File: src/rtl/tl_cntr_timed.sv
// -----------------------------------------------------------------------------
// tl_cntr_timed
//
// Two-street traffic-light controller. It is a four-phase Moore FSM with a
// minimum green time, a fixed yellow time and a pedestrian request latch.
//
//   S0 : A green , B red      S1 : A yellow, B red
//   S2 : A red   , B green    S3 : A red   , B yellow
//
// A green phase ends once it has lasted MIN_GREEN cycles and either its
// street's sensor reads "no cars" or a pedestrian request is pending. A yellow
// phase always lasts exactly YELLOW_CYC cycles.
//
// Ports
//   clk      in   rising-edge clock
//   reset    in   asynchronous, active-high reset
//   Ta, Tb   in   traffic sensors for street A / B (1 = cars present)
//   ped_req  in   pedestrian button (level or pulse), sampled every cycle
//   La, Lb   out  lamps: 2'b00 green, 2'b01 yellow, 2'b10 red
//   state    out  current phase (S0=00 .. S3=11)
//   ped_ack  out  one-cycle pulse on entry to a yellow phase that serves a
//                 pending pedestrian request
// -----------------------------------------------------------------------------
module tl_cntr_timed #(
    parameter int unsigned MIN_GREEN  = 10,  // 1..255
    parameter int unsigned YELLOW_CYC = 4    // 1..255
) (
    input  logic       clk,
    input  logic       reset,
    input  logic       Ta,
    input  logic       Tb,
    input  logic       ped_req,
    output logic [1:0] La,
    output logic [1:0] Lb,
    output logic [1:0] state,
    output logic       ped_ack
);

    typedef enum logic [1:0] {
        S0 = 2'b00,
        S1 = 2'b01,
        S2 = 2'b10,
        S3 = 2'b11
    } state_t;

    localparam logic [1:0] LAMP_GREEN  = 2'b00;
    localparam logic [1:0] LAMP_YELLOW = 2'b01;
    localparam logic [1:0] LAMP_RED    = 2'b10;

    // Counter values on which a phase may end: cnt counts from 0 on the first
    // cycle of a phase, so reaching N-1 means the phase has been shown N cycles.
    localparam logic [7:0] GREEN_LAST  = 8'(MIN_GREEN - 1);
    localparam logic [7:0] YELLOW_LAST = 8'(YELLOW_CYC - 1);

    state_t     state_q, state_d;
    logic [7:0] cnt_q, cnt_d;
    logic       ped_pend_q, ped_pend_d;
    logic       ped_ack_q, ped_ack_d;
    logic [1:0] la_q, la_d;
    logic [1:0] lb_q, lb_d;
    logic       state_chg;
    logic       enter_yellow;

    // Lamp pair for a phase. Only one street is ever non-red.
    function automatic logic [3:0] lamps_of(input state_t s);
        logic [3:0] l;
        unique case (s)
            S0:      l = {LAMP_GREEN,  LAMP_RED};
            S1:      l = {LAMP_YELLOW, LAMP_RED};
            S2:      l = {LAMP_RED,    LAMP_GREEN};
            default: l = {LAMP_RED,    LAMP_YELLOW};
        endcase
        return l;
    endfunction

    // Next-state logic.
    // NOTE: every signal driven here gets a default first, so no path through
    // the block leaves a value unassigned and no latch is inferred.
    always_comb begin
        state_d = state_q;
        unique case (state_q)
            S0: if ((!Ta || ped_pend_q) && cnt_q >= GREEN_LAST)  state_d = S1;
            S1: if (cnt_q == YELLOW_LAST)                         state_d = S2;
            S2: if ((!Tb || ped_pend_q) && cnt_q >= GREEN_LAST)  state_d = S3;
            default: if (cnt_q == YELLOW_LAST)                    state_d = S0;
        endcase

        state_chg    = (state_d != state_q);
        enter_yellow = state_chg && (state_d == S1 || state_d == S3);

        // Saturating phase counter; saturation never forces an exit.
        if (state_chg)
            cnt_d = 8'd0;
        else if (cnt_q == 8'hFF)
            cnt_d = cnt_q;
        else
            cnt_d = cnt_q + 8'd1;

        // A request arriving on the clearing edge keeps the latch set.
        ped_pend_d = ped_req | (ped_pend_q & ~enter_yellow);
        ped_ack_d  = enter_yellow & ped_pend_q;

        // Lamps are registered from the next state, so they change on the
        // same edge as state and have no combinational path from the inputs.
        {la_d, lb_d} = lamps_of(state_d);
    end

    // NOTE: sequential state uses non-blocking assignments so every register
    // samples the pre-edge values, independent of statement order.
    always_ff @(posedge clk or posedge reset) begin
        if (reset) begin
            state_q    <= S0;
            cnt_q      <= 8'd0;
            ped_pend_q <= 1'b0;
            ped_ack_q  <= 1'b0;
            la_q       <= LAMP_GREEN;
            lb_q       <= LAMP_RED;
        end else begin
            state_q    <= state_d;
            cnt_q      <= cnt_d;
            ped_pend_q <= ped_pend_d;
            ped_ack_q  <= ped_ack_d;
            la_q       <= la_d;
            lb_q       <= lb_d;
        end
    end

    assign state   = state_q;
    assign La      = la_q;
    assign Lb      = lb_q;
    assign ped_ack = ped_ack_q;

endmodule

File: config.mk
export PLATFORM = sky130hd
export DESIGN_NAME = tl_cntr_timed
export DESIGN_NICKNAME = d
export VERILOG_FILES = /design/src/rtl/tl_cntr_timed.sv
export SDC_FILE = /design/constraint.sdc
export NUM_CORES = 1
export LEC_CHECK = 0
export BUFFER_PORTS_ARGS = -buffer_cell sky130_fd_sc_hd__clkbuf_2
export CELL_PAD_IN_SITES_DETAIL_PLACEMENT = 1
export CELL_PAD_IN_SITES_GLOBAL_PLACEMENT = 2
export CORE_MARGIN = 4
export CORE_UTILIZATION = 35
export DETAILED_ROUTE_END_ITERATION = 7
export GPL_ROUTABILITY_DRIVEN = 1
export PLACE_DENSITY = 0.82
export SYNTH_ARGS = -nofsm -noshare
export SYNTH_HDL_FRONTEND = slang
export SYNTH_SLANG_ARGS = --single-unit
File: constraint.sdc
create_clock -name clk -period 2.1 [get_ports clk]
set_input_delay 0.525 -clock clk [delete_from_list [all_inputs] [get_ports clk]]
set_output_delay 0.525 -clock clk [all_outputs]
set_load 0.01 [all_outputs]
# == Word-level counts from Yosys, hierarchy flattened ==
# Index checks and enable logic that the tools add are counted.
# op_classes
addsub,1
n_lt_le_gt_ge,1
n_eq_ne,9
n_mux,8
n_bitwise,4
reduce_logical,10
# ops
op,count
8-bit 2-to-1 mux,2
4-bit case mux with 3 select lines,1
"8-bit by 1-bit adder with 8-bit output, second input constant",1
"8-bit by 2-bit == test with 1-bit output, second input constant",1
"8-bit == test, second input constant",1
"8-bit by 4-bit >= comparator with 1-bit output, second input constant",1
2-bit 2-to-1 mux,4
"2-bit == test, second input constant",3
2-bit case mux with 3 select lines,1
"2-bit by 1-bit == test with 1-bit output, second input constant",2
2-bit logical NOT,2
1-bit logical AND,3
1-bit logical OR,3
1-bit bitwise AND,2
1-bit logical NOT,2
2-bit != test,1
"2-bit != test, second input constant",1
1-bit inverter,1
1-bit bitwise OR,1
# word_totals
regBits,16
inputBits,5
elab_cells,39

# == Logic depth before layout (Yosys ltp) ==
# depth
ltp_word,11
depth_mapped,6

# == Worst setup path after synthesis ==
# No wires, ideal clock.
# synth_timing
path_kind,flip-flop to flip-flop
start,reg cnt_q[0]
end,reg cnt_q[5]
setup_ps,80
arrival_ps,1506
t_required_ps,2020
slack_ps,514
stages_incl_launch_ff,6
n_path_buf,0
cell_sequence,dfrtp_1 ha_1 or3b_1 a21boi_4 o31ai_4 nor3_2
# synth_via
elab_chain_len,6
word_cells_on_any_way,15
cone_classes,add/sub: 1; order compare: 1; eq/ne: 4; mux: 7; reduce/logical: 2
# synth_lines
item,line,rtl
from (decl),56,"logic [7:0] cnt_q, cnt_d;"
from (signal assigned),120,cnt_q <= cnt_d;
8-bit by 4-bit >= comparator with 1-bit output,"82, 84",
"1-bit logical AND, on equally long branches","84, 82",
"2-bit 2-to-1 mux, on equally long branches","84, 82",
2-bit case mux with 3 select lines,81,unique case (state_q)
2-bit != test,88,state_chg = (state_d != state_q);
2-bit != test (no source line) / 8-bit 2-to-1 mux (equally long branches),n/a,
# Parallel ways exist; a longest one is shown, timed or not. The select of a mux whose other input is x is not followed.
# A chain may end at the register's enable or synchronous reset.

# == Final worst setup path ==
# layout_timing
start,reg cnt_q[1]
end,reg cnt_q[5]
# The elaborated chain is that of the path after synthesis.

==> out/metrics.yaml <==
status: "finished, final reports clean"
finalClockSkew_ns: 0.00402
drc_errors: 0
cp-startpoint: "cnt_q[1]"
ys.flop_type: "dfrtp_1"
ios: 12
dieHeight_um: 55.5
rows: 16
portBuffers: 11
nets: 92
core-area_um2: 2060
synth_fa_ha_area_share_pct: 4.75
finalMaxSlewViolations: 0
cap_viol_max_count: 0
ant_nets: 0
finalSetupViolations: 0
synthCells: 69
fin_crit_ns: 1.76
rrSetupSlack_ns: 0.34
ys_warn_count: 0
dp_hpwl_um: 1190
yosysTopAreaCell: "dfrtp_1"
rsz0062_at_grt: "false"
drtIter0Drc: 4
worstSetupEndpoint: "cnt_q[5]"
cts_buffers: 3
overflow: 0
r2r-end: "cnt_q[5]"
hold_buffers: 0
power_density_nw_per_um2: 1400
cts.clk_slew.worst_paths_ns: 0.09
post_drt_wl_per_cell_um: 14.8
rr_startpoint: "cnt_q[1]"
cts-root-buf: "clkbuf_4"
avgSynthCellArea_um2: 11.5
cts_tree: "done"
synthArstFlopShare_pct: 100
worstRegToRegCells: 6
drive_gt1_share_pct: 33.7
post-route-period-util_pct: 83.7
muxShareOfSynthArea_pct: 2.53
cts.sinks: 15
cp-end-kind: "flip-flop"
clk_latency_ns: 0.28
area_growth_pct: 13.6
synth_top_family_by_area: "simple AND/OR/NAND/NOR gates"
tightest_slew_ns: 0.580
worst_ep_required_time_ns: 2.31
htreeDepth: 1
post_cts_resized: 0
grt_antenna_before_repair: 0
netlist_area_um2: 791
synth_edf_count: 0
dieArea_um2: 3080
netlist_top_cells_area: "dfrtp_1 (44%), ha_1 (4.7%), nor2_1 (4.7%)"
relSlewSlack_pct: 61.3
startpoint_type: "flip-flop"
path_max_fanout: 8
p_leak_nw: 0.421
ir_worst_vdd_uv: 719
clk_path_buf_depth: 2
n_antenna_cell: 0
initial_core_util_pct: 38.3
synth_xor_area_share_pct: 3.32
grt_pass1_vias: 617
via_count: 571
synth-simple-area-share_pct: 26.3
grt_usage_pct: 12.7
synth_seq_cells: 15
power.total_mw: 1.25
fmax_mhz: 569
cp.arrival_ns: 1.96
vias_per_cell: 5.19
synth_cell_types: 31
worst-setup-path-type: "reg2reg"
yosysSeqAreaShare_pct: 47.6
fin_setup_tns_ns: 0
place_congestion: 0.746
postSynthNetCount: 77
hold_violations: 0
first_pass_iters: 4
drt_wl_total_um: 1630
grt_pass1_wl_um: 3020
synth_top_area_share_pct: 44.3
post_cts_buffers: 0
synth_compound_area_share_pct: 12.7
die_w_um: 55.5
grt_max_degree: 16
hp-class: "in2async"
-- cell usage after synthesis, drive strengths merged (2+ instances only) --
cell and number:
dfrtp 14, nor2 10, inv 4, nor3 4
ha 3, nand2 3, nand3 3, nor3b 3
xnor2 3, a211oi 2, and3 2, mux2i 2
-- registers in the layout (all words and copies together) (netlist names) --
signal / count
ped_pend_q: 1
La: 1
ped_ack: 1
Lb: 2
cnt_q: 8
state: 2
-- cells by family after synthesis --
group	after synthesis
flops	15
simple gates	32
xor+xnor	3
fa+ha+maj	3
buf+inv	5
mux	2
compound gates	9
-- worst max-delay path, cell delays in order (launching register included) --
cell and delay, ns:
dfrtp_1 0.41, inv_1 0.09, ha_1 0.17, or3b_1 0.40
a21boi_4 0.24, o31ai_4 0.16, nor3_2 0.21
-- power by group --
part | internal (mW) | switching (mW) | leakage [nW]
combinational | 0.252 | 0.284 | 0.225
clock | 0.0737 | 0.0951 | 0.0150
sequential | 0.409 | 0.140 | 0.181
-- layer usage --
metal  up-vias  wire [um]  global-route usage [%]
met5         -          0                       0
met4         0         27                    4.17
met3         2         51                    5.36
li1        273          -                       -
met1       288        765                    16.4
met2         8        786                    19.1
-- worst min-delay path by stage --
stage,start,cells after the start,slack (ns),end
global placement,ped_pend_q,2,0.53,ped_pend_q
global route,reset,2,0.32,state[1]
detailed placement,ped_pend_q,2,0.53,ped_pend_q
CTS,reset,2,0.30,state[1]
floorplan,reset,1,0.43,La[0]
finish,reset,2,0.27,state[1]
-- stage by stage --
stage	cell area [um2]	hold WS (ns)	cells	utilization [%]	setup WS (ns)
after global routing	898	0.319	110	43.6	0.234
after global placement	872	0.528	106	42.3	0.404
after detailed placement	872	0.531	106	42.3	0.365
after CTS	898	0.295	110	43.6	0.335
final	898	0.266	110	43.6	0.342
after floorplan	791	0.426	69	-	0.514
-- placed cells by master (no fill, tap or decap), types with 3 or more instances in the layout --
| cell | instances |
|---|---|
| nand2_1 | 3 |
| clkbuf_2 | 11 |
| dfrtp_1 | 14 |
| ha_1 | 3 |
| xnor2_1 | 3 |
| clkbuf_4 | 3 |
| nor2_1 | 10 |
| inv_1 | 4 |
| nand3_1 | 3 |
-- layout make-up --
type | instances | area, um2
well taps | 27 | 33.8
inverters | 4 | 15.0
flip-flops and latches | 15 | 377
clock buffers | 4 | 26.3
repair buffers | 11 | 55.1
multi-input cells | 49 | 392
fillers | 248 | 1160
No activity file was read; power rests on OpenSTA's default activity.
